## src/rtl/seq_detector_moore_param_pkg.sv

```systemverilog
// Shared types and helpers for the parametrised Moore sequence detector.
// Latency: n/a (declarations only).
// Backpressure: n/a.
// Contents: FSM state encoding and the pattern-length clamp helper.
package seq_det_pkg;

  typedef enum logic [1:0] {
    ST_FILL   = 2'd0,  // fewer than len bits collected since last restart
    ST_HUNT   = 2'd1,  // enough bits collected, last bit did not match
    ST_DETECT = 2'd2   // last accepted bit completed a match
  } state_e;

  // A zero length means "one bit"; anything past the history depth is
  // limited to the history depth.
  function automatic int clamp_len(input int len, input int max_len);
    if (len == 0) begin
      return 1;
    end
    if (len > max_len) begin
      return max_len;
    end
    return len;
  endfunction

endpackage

```

## src/rtl/seq_detector_moore_param_sat_counter.sv

```systemverilog
// Detection counter that either saturates at all-ones or wraps to zero.
// Latency: count reflects inc/clr on the edge after they are sampled.
// Backpressure: none; inc is accepted every cycle, clr wins over inc.
// Ports: clk, rst (async active-high), inc, clr -> count.
module sat_counter #(
  parameter int COUNT_W  = 4,
  parameter int SATURATE = 1
) (
  input  logic               clk,
  input  logic               rst,
  input  logic               inc,
  input  logic               clr,
  output logic [COUNT_W-1:0] count
);

  logic [COUNT_W-1:0] count_q;
  logic [COUNT_W-1:0] count_d;

  always_comb begin
    count_d = count_q;
    if (clr) begin
      count_d = '0;
    end else if (inc) begin
      if ((SATURATE != 0) && (count_q == '1)) begin
        count_d = count_q;
      end else begin
        count_d = count_q + 1'b1;
      end
    end
  end

  always_ff @(posedge clk or posedge rst) begin
    if (rst) begin
      count_q <= '0;
    end else begin
      count_q <= count_d;
    end
  end

  assign count = count_q;

endmodule

```

## src/rtl/seq_detector_moore_param.sv

```systemverilog
// Runtime-programmable serial pattern detector (Moore) with detection counter.
// Latency: detected/count update on the edge after the final matching bit.
// Backpressure: none; ain is qualified by ain_valid, idle cycles hold state.
// Ports: sys_clock, reset (async active-high), ain/ain_valid serial input,
//        cfg_load/cfg_pattern/cfg_len/cfg_overlap config, clear -> count, detected.
module seq_detector_moore_param
  import seq_det_pkg::*;
#(
  parameter int PATTERN_MAX = 8,
  parameter int COUNT_W     = 4,
  parameter int SATURATE    = 1,
  parameter int LEN_W       = $clog2(PATTERN_MAX + 1)
) (
  input  logic                   sys_clock,
  input  logic                   reset,
  input  logic                   ain,
  input  logic                   ain_valid,
  input  logic                   cfg_load,
  input  logic [PATTERN_MAX-1:0] cfg_pattern,
  input  logic [LEN_W-1:0]       cfg_len,
  input  logic                   cfg_overlap,
  input  logic                   clear,
  output logic [COUNT_W-1:0]     count,
  output logic                   detected
);

  localparam logic [LEN_W-1:0] FILL_MAX = LEN_W'(PATTERN_MAX);

  state_e                 state_q, state_d;
  logic [PATTERN_MAX-1:0] hist_q, hist_d;
  logic [LEN_W-1:0]       fill_q, fill_d;
  logic [PATTERN_MAX-1:0] pat_q, pat_d;
  logic [LEN_W-1:0]       len_q, len_d;
  logic                   ovl_q, ovl_d;
  logic                   detected_q, detected_d;

  logic [PATTERN_MAX-1:0] mask;
  logic [PATTERN_MAX-1:0] hist_sh;
  logic [LEN_W-1:0]       fill_inc;
  logic                   match;
  logic                   cnt_inc;

  // Low len bits set; len is already clamped to 1..PATTERN_MAX.
  always_comb begin
    mask = '0;
    for (int i = 0; i < PATTERN_MAX; i++) begin
      mask[i] = (i < int'(len_q));
    end
  end

  assign hist_sh  = {hist_q[PATTERN_MAX-2:0], ain};
  assign fill_inc = (fill_q == FILL_MAX) ? fill_q : fill_q + 1'b1;
  // fill_inc saturates at PATTERN_MAX >= len, so it equals fill+1 whenever
  // that matters for the length check.
  assign match    = ((hist_sh & mask) == (pat_q & mask)) && (fill_inc >= len_q);

  always_comb begin
    state_d = state_q;
    hist_d  = hist_q;
    fill_d  = fill_q;
    pat_d   = pat_q;
    len_d   = len_q;
    ovl_d   = ovl_q;
    cnt_inc = 1'b0;

    if (clear || cfg_load) begin
      // Both restart collection; any same-cycle ain bit is dropped.
      state_d = ST_FILL;
      hist_d  = '0;
      fill_d  = '0;
      if (cfg_load) begin
        pat_d = cfg_pattern;
        len_d = LEN_W'(clamp_len(int'(cfg_len), PATTERN_MAX));
        ovl_d = cfg_overlap;
      end
    end else if (ain_valid) begin
      hist_d = hist_sh;
      if (match) begin
        state_d = ST_DETECT;
        cnt_inc = 1'b1;
        // Non-overlap: forget collected bits so the next match needs len new ones.
        fill_d  = ovl_q ? fill_inc : '0;
      end else begin
        fill_d  = fill_inc;
        state_d = (fill_inc >= len_q) ? ST_HUNT : ST_FILL;
      end
    end

    detected_d = (state_d == ST_DETECT);
  end

  always_ff @(posedge sys_clock or posedge reset) begin
    if (reset) begin
      state_q    <= ST_FILL;
      hist_q     <= '0;
      fill_q     <= '0;
      pat_q      <= '0;
      len_q      <= LEN_W'(1);
      ovl_q      <= 1'b1;
      detected_q <= 1'b0;
    end else begin
      state_q    <= state_d;
      hist_q     <= hist_d;
      fill_q     <= fill_d;
      pat_q      <= pat_d;
      len_q      <= len_d;
      ovl_q      <= ovl_d;
      detected_q <= detected_d;
    end
  end

  assign detected = detected_q;

  sat_counter #(
    .COUNT_W  (COUNT_W),
    .SATURATE (SATURATE)
  ) u_cnt (
    .clk   (sys_clock),
    .rst   (reset),
    .inc   (cnt_inc),
    .clr   (clear),
    .count (count)
  );

endmodule

```

## config.mk

```make
export PLATFORM = sky130hd
export DESIGN_NAME = seq_detector_moore_param
export DESIGN_NICKNAME = d
export VERILOG_FILES = /design/src/rtl/seq_detector_moore_param_pkg.sv /design/src/rtl/seq_detector_moore_param_sat_counter.sv /design/src/rtl/seq_detector_moore_param.sv
export SDC_FILE = /design/constraint.sdc
export NUM_CORES = 1
export LEC_CHECK = 0
export CAP_MARGIN = 20
export CORE_UTILIZATION = 45
export CTS_CLUSTER_DIAMETER = 80
export CTS_CLUSTER_SIZE = 24
export DETAILED_ROUTE_END_ITERATION = 16
export HOLD_SLACK_MARGIN = 0.08
export PLACE_DENSITY = 0.72
export SLEW_MARGIN = 40
export SYNTH_ARGS = -nofsm -noshare
export SYNTH_HDL_FRONTEND = slang
export SYNTH_SLANG_ARGS = --single-unit
```

## constraint.sdc

```tcl
create_clock -name sys_clock -period 2.9 [get_ports sys_clock]
set_input_delay 0.435 -clock sys_clock [delete_from_list [all_inputs] [get_ports sys_clock]]
set_output_delay 0.435 -clock sys_clock [all_outputs]
set_load 0.01 [all_outputs]
```

### Word-level counts from Yosys, hierarchy flattened

Cells that the tools add are included.

| cells by class | value |
|---|---|
| add/sub/neg operators | 2 |
| magnitude comparators | 10 |
| equality and inequality tests | 5 |
| muxes and demuxes | 28 |
| bitwise operators | 2 |
| reduce and logical (&&, ||, !) cells | 7 |

Operators by type and width:

| operator | number |
|---|---|
| two-way mux 4 bit | 11 |
| AND 8 bit | 2 |
| < comparator 3 x 4 -> 1 bit, first input constant | 4 |
| two-way mux 7 bit | 2 |
| two-way mux 1 bit | 12 |
| adder 4 x 1 -> 4 bit, second input constant | 2 |
| equality test 4 bit, second input constant | 2 |
| equality test 8 bit | 1 |
| < comparator 1 x 4 -> 1 bit, first input constant | 2 |
| < comparator 2 x 4 -> 1 bit, first input constant | 2 |
| two-way mux 2 bit | 3 |
| >= comparator 4 bit | 1 |
| > comparator 4 bit, second input constant | 1 |
| logical NOT 4 bit | 1 |
| AND reduction 2 bit | 2 |
| nonzero test 2 bit | 2 |
| equality test 2 bit, second input constant | 1 |
| != test 2 bit, second input constant | 1 |
| logical AND 1 bit | 1 |
| logical OR 1 bit | 1 |

| word-level totals | value |
|---|---|
| register bits after elaboration | 31 |
| input port bits | 19 |

### Logic depth before layout (Yosys ltp)

Gate-level depths: netlist of run 1.

| depth | value |
|---|---|
| word-level depth | 9 |
| mapped depth | 11 |
| gate-level depth less buffers | 11 |

### Cells and area by module

A second synthesis of run 1 with hierarchy kept.

| unflattened totals | value |
|---|---|
| cell total of the unflattened synthesis | 159 |
| area, all modules | 1,686.6 um^2 |

Modules (own cells, without submodules):

| module | times used | cells an instance | area each (um^2) | sequential area each (um^2) |
|---|---|---|---|---|
| seq_detector_moore_param | 1 | 138 | 1,453.9 | 678.2 |
| sat_counter | 1 | 21 | 232.7 | 100.1 |

### Worst setup path before layout of run 1

No wires, ideal clock.

| path | value |
|---|---|
| path type | register -> register |
| start | register fill_q[0] |
| end | register fill_q[2] |
| data arrival time | 2.267 ns |
| required time | 2.779 ns |
| setup slack | 0.512 ns |
| stages on the path, launching flop included | 12 |
| path buffers | 0 |
| clock period less this slack | 2.388 ns |
| cells stage by stage | dfrtp_1 -> inv_1 -> ha_1 -> nand3_1 -> xnor2_1 -> inv_1 -> ha_1 -> nand2b_1 -> a2111o_1 -> nand3_1 -> or4b_4 -> a32o_2 |

| on the way | value |
|---|---|
| word-level cells in the longest chain between the ends | 7 |

RTL lines:

| what | RTL line | source |
|---|---|---|
| from (decl) | seq_detector_moore_param.sv:31 | `logic [LEN_W-1:0] fill_q, fill_d;` |
| from (signal assigned) | seq_detector_moore_param.sv:104 | `fill_q <= fill_d;` |
| adder 4 x 1 -> 4 bit / equality test 4 bit (equally long branches) | seq_detector_moore_param.sv:52 | `assign fill_inc = (fill_q == FILL_MAX) ? fill_q : fill_q + 1'b1;` |
| two-way mux 4 bit * | seq_detector_moore_param.sv:52 |  |
| >= comparator 4 bit | seq_detector_moore_param.sv:55 | `assign match = ((hist_sh & mask) == (pat_q & mask)) && (fill_inc >= len_q);` |
| logical AND 1 bit | seq_detector_moore_param.sv:55 |  |
| two-way mux 4 bit * | seq_detector_moore_param.sv:78 | `if (match) begin` |
| two-way mux 4 bit * | seq_detector_moore_param.sv:76 | `end else if (ain_valid) begin` |
| two-way mux 4 bit * | seq_detector_moore_param.sv:66 | `if (clear \|\| cfg_load) begin` |

Every way passes the cells marked *; elsewhere a longest branch is shown, timed or not. The select of a mux whose other input is x is not followed.
A chain may end at the register's enable or synchronous reset.

### Worst setup path after layout of run 1

| path | value |
|---|---|
| start | register fill_q[0] |
| end | register fill_q[0] |

Same word-level chain as after synthesis.

==> results.md, run 1 <==
- Status: finished, final reports clean
- Max Transition Viols Final: 0
- Crit. End Element: flip-flop
- Startpoint Class: flip-flop
- Clock latency at the later pin of the worst-skew pair: between 0.3 and 0.4 ns
- Max transition margin: 0.694
- Path depth of the worst reg2reg path: 11
- Setup Buffers After CTS: 0
- Routed wire length per instance: approximately 14 um
- LEAKAGE: between 0.8 and 0.9 nW
- Worst vdd ir: 0.000268 V
- I/O Pins: 24
- Post-cts sizing count: 0
- Post-synthesis compound-gate area fraction: 0.143
- Gr usage total: 0.189
- Core ar.: 3390 sq um
- Xor/xnor share of the synthesized area: 0.0539
- Final Cycle Share: 0.890
- Remaining antenna violation count: 0
- Remaining DRCs: 0
- Clock Tree Buf Depth: 2
- Area Growth Syn to Fin: 20.6%
- Hold-fix buffers, CTS: 0
- Initial core utilization: 0.480
- Syn nets: 175
- Drt total wl: 3180 um
- HPWL Detailed: 2460 um
- Place WS: 0.332 ns
- Synth Warn #: 0
- Critical path type: flip-flop to flip-flop
- CTS sink count: 31
- WP data required: just over 3 ns
- Worst path bufs/invs: 2
- WP data arrival: 2.79 ns
- Crit-path slowest cell: or4b_4
- R2R setup slack: 0.32 ns
- Simple-gate share of the synthesized area: 0.135
- FP Rows: 21
- Root buffer cell: clkbuf_4
- Initial antenna violation count: 0
- # setup viols final: 0
- Die Area: just under 4000 sq um
- Grt ovf: 0
- Htree depth: 2
- Most frequent cells in the layout: 29 x dfrtp_1, 23 x clkdlybuf4s50_1, 12 x mux2_2
- Hold WS: around 0.48 ns
- Period minus WS final: 2.58 ns
- Fin. Hold Viols: 0
- CTS tree: done
- Gpl congestion: 0.773
- Most common cell after layout, fill and taps aside: dfrtp_1
- Share of layout cells above drive strength 1: 0.175
- RR Startpoint: fill_q[0]
- Via count: 1208
- Largest family of logic cells by synthesized area: compound AO/OA/AOI/OAI gates
- Setup ws final: between 0.3 and 0.4 ns
- Async SR Flop Fraction: 1.00
- Max-cap viol count: 0
- Post-Syn Area: 1630 sq um
- Yosys cell types: 41
- Num CTS Buffers: 5
- Hold Path Class: input port to async pin
- Seq/Total Area, Yosys: 0.479
- DR vias/cell: 5.42
- DIE HEIGHT: 62.1 um
- Main synth FF type: dfrtp_1
- Worst-Margin Slew: 0.454 ns
- Worst Clk Skew: 0.0108 ns
- Worst reg2reg path endpoint: fill_q[0]
- Mean Syn Cell Area: 10.9 sq um
- First-pass GRT wire length: 5690 um
- DR iter-0 viols: 67
- Unrepaired setup endpoints after global routing: false
- Register bit total from synthesis: 31
- Fin nets: between 200 and 250
- Post-Synthesis Cells: 149
- Pwr dens: around 430 nW/um^2
- DIE WIDTH: 62.1 um
- CP max FO: 4
- Slowest stage delay, CP: roughly 0.53 ns
- Cells along the critical path: inv_1 -> ha_1 -> nand3_1 -> xnor2_1 -> inv_1 -> ha_1 -> nand2b_1 -> a2111o_1 -> nand3_1 -> or4b_4 -> a32o_2
- Mux cell area share after synthesis: 0.0893
- Post-synth EDFFs: 0
- Synthesized-area fraction occupied by adder cells: 0.0539
- Top cell family by delay on the critical path: simple AND/OR/NAND/NOR gates
- Port buffer count: 23
- Largest net degree at the start of global routing: 32
- CTS clk-pin slew, worst paths: around 0.10 ns
- Setup TNS: 0 ns
- Fmax: slightly below 400 MHz
- Vias in the first global route: 1278
- Pre-Repair DR Iteration Count: 4
- Antenna diode count: 0
worst reg2reg max path: cells and delay by family, from the launching register on:
kind | cells | cell delay (ns)
adders and majority gates | 2 | 0.43
and+or+nand+nor | 4 | 0.81
DFF | 1 | 0.42
xor gates and xnor gates | 1 | 0.20
AOI/OAI and AO/OA | 2 | 0.45
buffers and inverters | 2 | 0.18
per-stage QoR:
stage	util	instance area (sq um)	power (W)	cells
4_1_cts	0.578	1960	0.000846	223
2_1_floorplan	-	1630	0.000567	149
6_report	0.578	1960	0.000836	223
3_5_place_dp	0.564	1910	0.000616	215
5_1_grt	0.578	1960	0.000886	223
3_3_place_gp	0.564	1910	0.000609	215
Yosys cell counts (all sizes together), types with 2 or more instances:
cell    number  share of area
a211oi       2          0.012
a22o         7          0.038
a32o         4          0.027
and3         2         0.0077
buf          3          0.012
clkbuf       5          0.012
dfrtp       29           0.45
dfstp        2          0.032
ha           7          0.054
inv          9          0.021
mux2        12          0.083
nand2        8          0.018
nand2b       5          0.019
nand3        5          0.015
nand3b       2         0.0092
nor2         8          0.018
nor2b        2         0.0077
nor3         3         0.0092
o21ai        7          0.022
o22ai        3          0.012
xnor2        8          0.043
xor2         2          0.011
cells by family after synthesis:
group                      count (synthesis)
AOI/OAI and AO/OA                         30
xor gates and xnor gates                  10
adders and majority gates                  7
buffers and inverters                     17
DFF                                       31
muxes                                     13
and+or+nand+nor                           41
power breakdown:
part           switching, W  internal [W]  total [W]
Clock              0.000136     0.0000944   0.000230
Combinational     0.0000578     0.0000711   0.000129
Sequential        0.0000225      0.000454   0.000477
Total              0.000216      0.000620   0.000836
routing by layer:
layer / global-route usage / up-vias / wire length (um)
met3: 0.0533 / 4 / 139
met4: 0.0581 / 0 / 32
met1: 0.220 / 594 / 1350
li1: - / 587 / -
met5: 0 / - / 0
met2: 0.334 / 23 / 1660
how the worst max path moves through the flow:
stage	start	endpoint	slack, ns	cells past startpoint
final	fill_q[0]	fill_q[0]	0.32	11
after global routing	fill_q[0]	u_cnt.count[0]	0.16	11
after CTS	fill_q[0]	fill_q[0]	0.31	11
after detailed placement	fill_q[0]	fill_q[2]	0.33	11
after global placement	fill_q[0]	fill_q[2]	0.38	11
after floorplan	fill_q[0]	fill_q[2]	0.51	11
layout make-up:
| type | count | area, sq um |
|---|---|---|
| clock inverters | 1 | 5.00 |
| clock buffers | 7 | 45.0 |
| repair buffers | 28 | 268 |
| multi-input cells | 101 | 773 |
| fillers | 295 | 1430 |
| inverters | 9 | 33.8 |
| well taps | 46 | 57.6 |
| flip-flops and latches | 31 | 778 |
sequential cells by signal, indices dropped and copies added (netlist names):
name	cells
detected	1
fill_q	4
hist_q	7
len_q	4
ovl_q	1
pat_q	8
state_q	2
u_cnt.count	4
No activity file was read; power rests on OpenSTA's default activity.
==> inputs of run 2 (changes only) <==
--- a/config.mk
+++ b/config.mk
@@ -11,7 +11,8 @@
 export CTS_CLUSTER_SIZE = 24
 export DETAILED_ROUTE_END_ITERATION = 16
 export HOLD_SLACK_MARGIN = 0.08
-export PLACE_DENSITY = 0.72
+export PLACE_DENSITY = 0.68
+export RECOVER_POWER = 100
 export SLEW_MARGIN = 40
 export SYNTH_ARGS = -nofsm -noshare
 export SYNTH_HDL_FRONTEND = slang
==> constraint.sdc (replaced) <==
create_clock -name sys_clock -period 2.58 [get_ports sys_clock]
set_input_delay 0.387 -clock sys_clock [delete_from_list [all_inputs] [get_ports sys_clock]]
set_output_delay 0.387 -clock sys_clock [all_outputs]
set_load 0.01 [all_outputs]
==> results.md, run 2 (same netlist as run 1, synthesis figures left out) <==
- First-pass GRT wire length: around 5600 um
- CTS sink count: 31
- Drt total wl: 3240 um
- Layout Cells excl Fill: approximately 230
- Max Transition Viols Final: 0
- Cells along the critical path: buf_4 -> ha_1 -> o21ai_0 -> ha_1 -> o21ai_0 -> nand2b_1 -> nand3_1 -> or4b_4 -> a32o_2
- WP data arrival: roughly 2.8 ns
- Remaining DRCs: 0
- Crit-path slowest cell: or4b_4
- Area Growth Syn to Fin: 24.1%
- Number of flip-flops under the largest register name: 8
- Failing checks: setup timing
- Vias in the first global route: 1263
- Grt ovf: 0
- Core ar.: 3390 sq um
- Remaining antenna violation count: 0
- Share of layout cells above drive strength 1: 0.210
- Max-cap viol count: 0
- Biggest regs: pat_q (8), hist_q (7)
- I/O Pins: 24
- CTS clk-pin slew, worst paths: 0.10 ns
- Routed wire length per instance: 14.3 um
- Gr usage total: 0.188
- Dpl cells: 216
- Final Cycle Share: 1.00
- Clock latency at the later pin of the worst-skew pair: 0.33 ns
- Startpoint Class: flip-flop
- Port buffer count: 23
- Worst Clk Skew: between 0.01 and 0.015 ns
- Fin nets: between 200 and 250
- Place WS: ~0.0012 ns
- HPWL Detailed: 2400 um
- CTS tree: done
- Hold-fix buffers, CTS: 0
- DR vias/cell: approximately 5.3
- DIE WIDTH: 62.1 um
- Status: complete, but fails checks
- Die Area: 3860 sq um
- WP data required: 2.81 ns
- FP Rows: 21
- Initial antenna violation count: 0
- Slowest stage delay, CP: 0.53 ns
- Hold Path Class: input port to async pin
- Gpl congestion: 0.781
- LEAKAGE: between 0.9 and 1 nW
- Largest net degree at the start of global routing: 18
- CP max FO: 4
- Crit. End Element: flip-flop
- Clock Tree Buf Depth: 2
- Initial core utilization: 0.480
- Htree depth: 2
- Pre-Repair DR Iteration Count: 4
- Via count: 1206
- Pwr dens: 501 nW/um^2
- Most frequent cells in the layout: 29 x dfrtp_1, 16 x clkdlybuf4s50_1, 12 x mux2_2
- Period minus WS final: 2.59 ns
- Num CTS Buffers: 5
- Worst vdd ir: 0.000336 V
- Largest reg by FF count: pat_q
- Fin. Hold Viols: 0
- Unrepaired setup endpoints after global routing: true
- Worst-Margin Slew: 0.831 ns
- Root buffer cell: clkbuf_4
- Setup ws final: -0.00616 ns
- DIE HEIGHT: between 60 and 70 um
- Max transition margin: 0.446
- Fmax: 387 MHz
- # setup viols final: 2
- Critical path type: flip-flop to flip-flop
- Most common cell after layout, fill and taps aside: dfrtp_1
- Antenna diode count: 0
- DR iter-0 viols: 24
-- run 2: changes by cell type in the layout (fill, tap and decap cells not counted), sizes merged --
cell           change
clkdlybuf4s50      -7
dlygate4sd3        +7
clkbuf             +5
clkinv             -1
-- run 2: routing by layer --
metal / routed length (um) / track usage
met1: 1420 / 0.220
met2: 1680 / 0.324
met3: 87 / 0.0441
met4: 53 / 0.0872
met5: 0 / 0
-- run 2: path summary, 6_finish.rpt --
| path | start | end | slack [ns] | cells past startpoint |
|---|---|---|---|---|
| worst min register to register | state_q[0] | detected | 0.48 | 1 |
| worst min-delay path | reset | pat_q[5] | 0.41 | 2 |
| min in group sys_clock | state_q[0] | detected | 0.48 | 1 |
| worst max register to register | fill_q[0] | fill_q[1] | -0.006 | 9 |
| worst max-delay path | fill_q[0] | fill_q[1] | -0.006 | 9 |
| max in group asynchronous | reset | pat_q[0] | 1.16 | 3 |
-- run 2: through the flow --
step                      hold WS [ns]  instance area [sq um]  power, W   util  setup TNS [ns]
final                            0.405                   2020   0.00101  0.595        -0.00760
after CTS                        0.270                   2000   0.00102  0.591               0
after detailed placement         0.472                   1920  0.000695  0.566               0
after global routing             0.411                   2020   0.00107  0.595          -0.578
after global placement           0.452                   1920  0.000689  0.566               0
after floorplan                  0.439                   1630  0.000637      -               0
-- run 2: layout make-up --
type / count / area (sq um)
repair buffers: 32 / 283
clock buffers: 8 / 68.8
multi-input cells: 101 / 796
fillers: 285 / 1370
inverters: 9 / 33.8
well taps: 46 / 57.6
flip-flops and latches: 31 / 778
-- run 2: worst max-delay path: cells and delay by family (launching register included) --
kind            cells  cell delay (ns)
flops               1             0.41
compound gates      3             0.73
buf+inv             1             0.15
fa+ha+maj           2             0.45
simple gates        3             0.74
-- run 2: report_power, final --
group | internal, W | switching (W)
Combinational | 0.0000824 | 0.0000675
Clock | 0.000160 | 0.000166
Sequential | 0.000511 | 0.0000243
Total | 0.000753 | 0.000258
-- run 2: what timing repair did --
item,4_1_cts,5_1_grt
buffers inserted,1,2
resized for setup,1,5
cloned,0,0
endpoints found under the setup margin,3,7
endpoints found under the hold margin,0,0
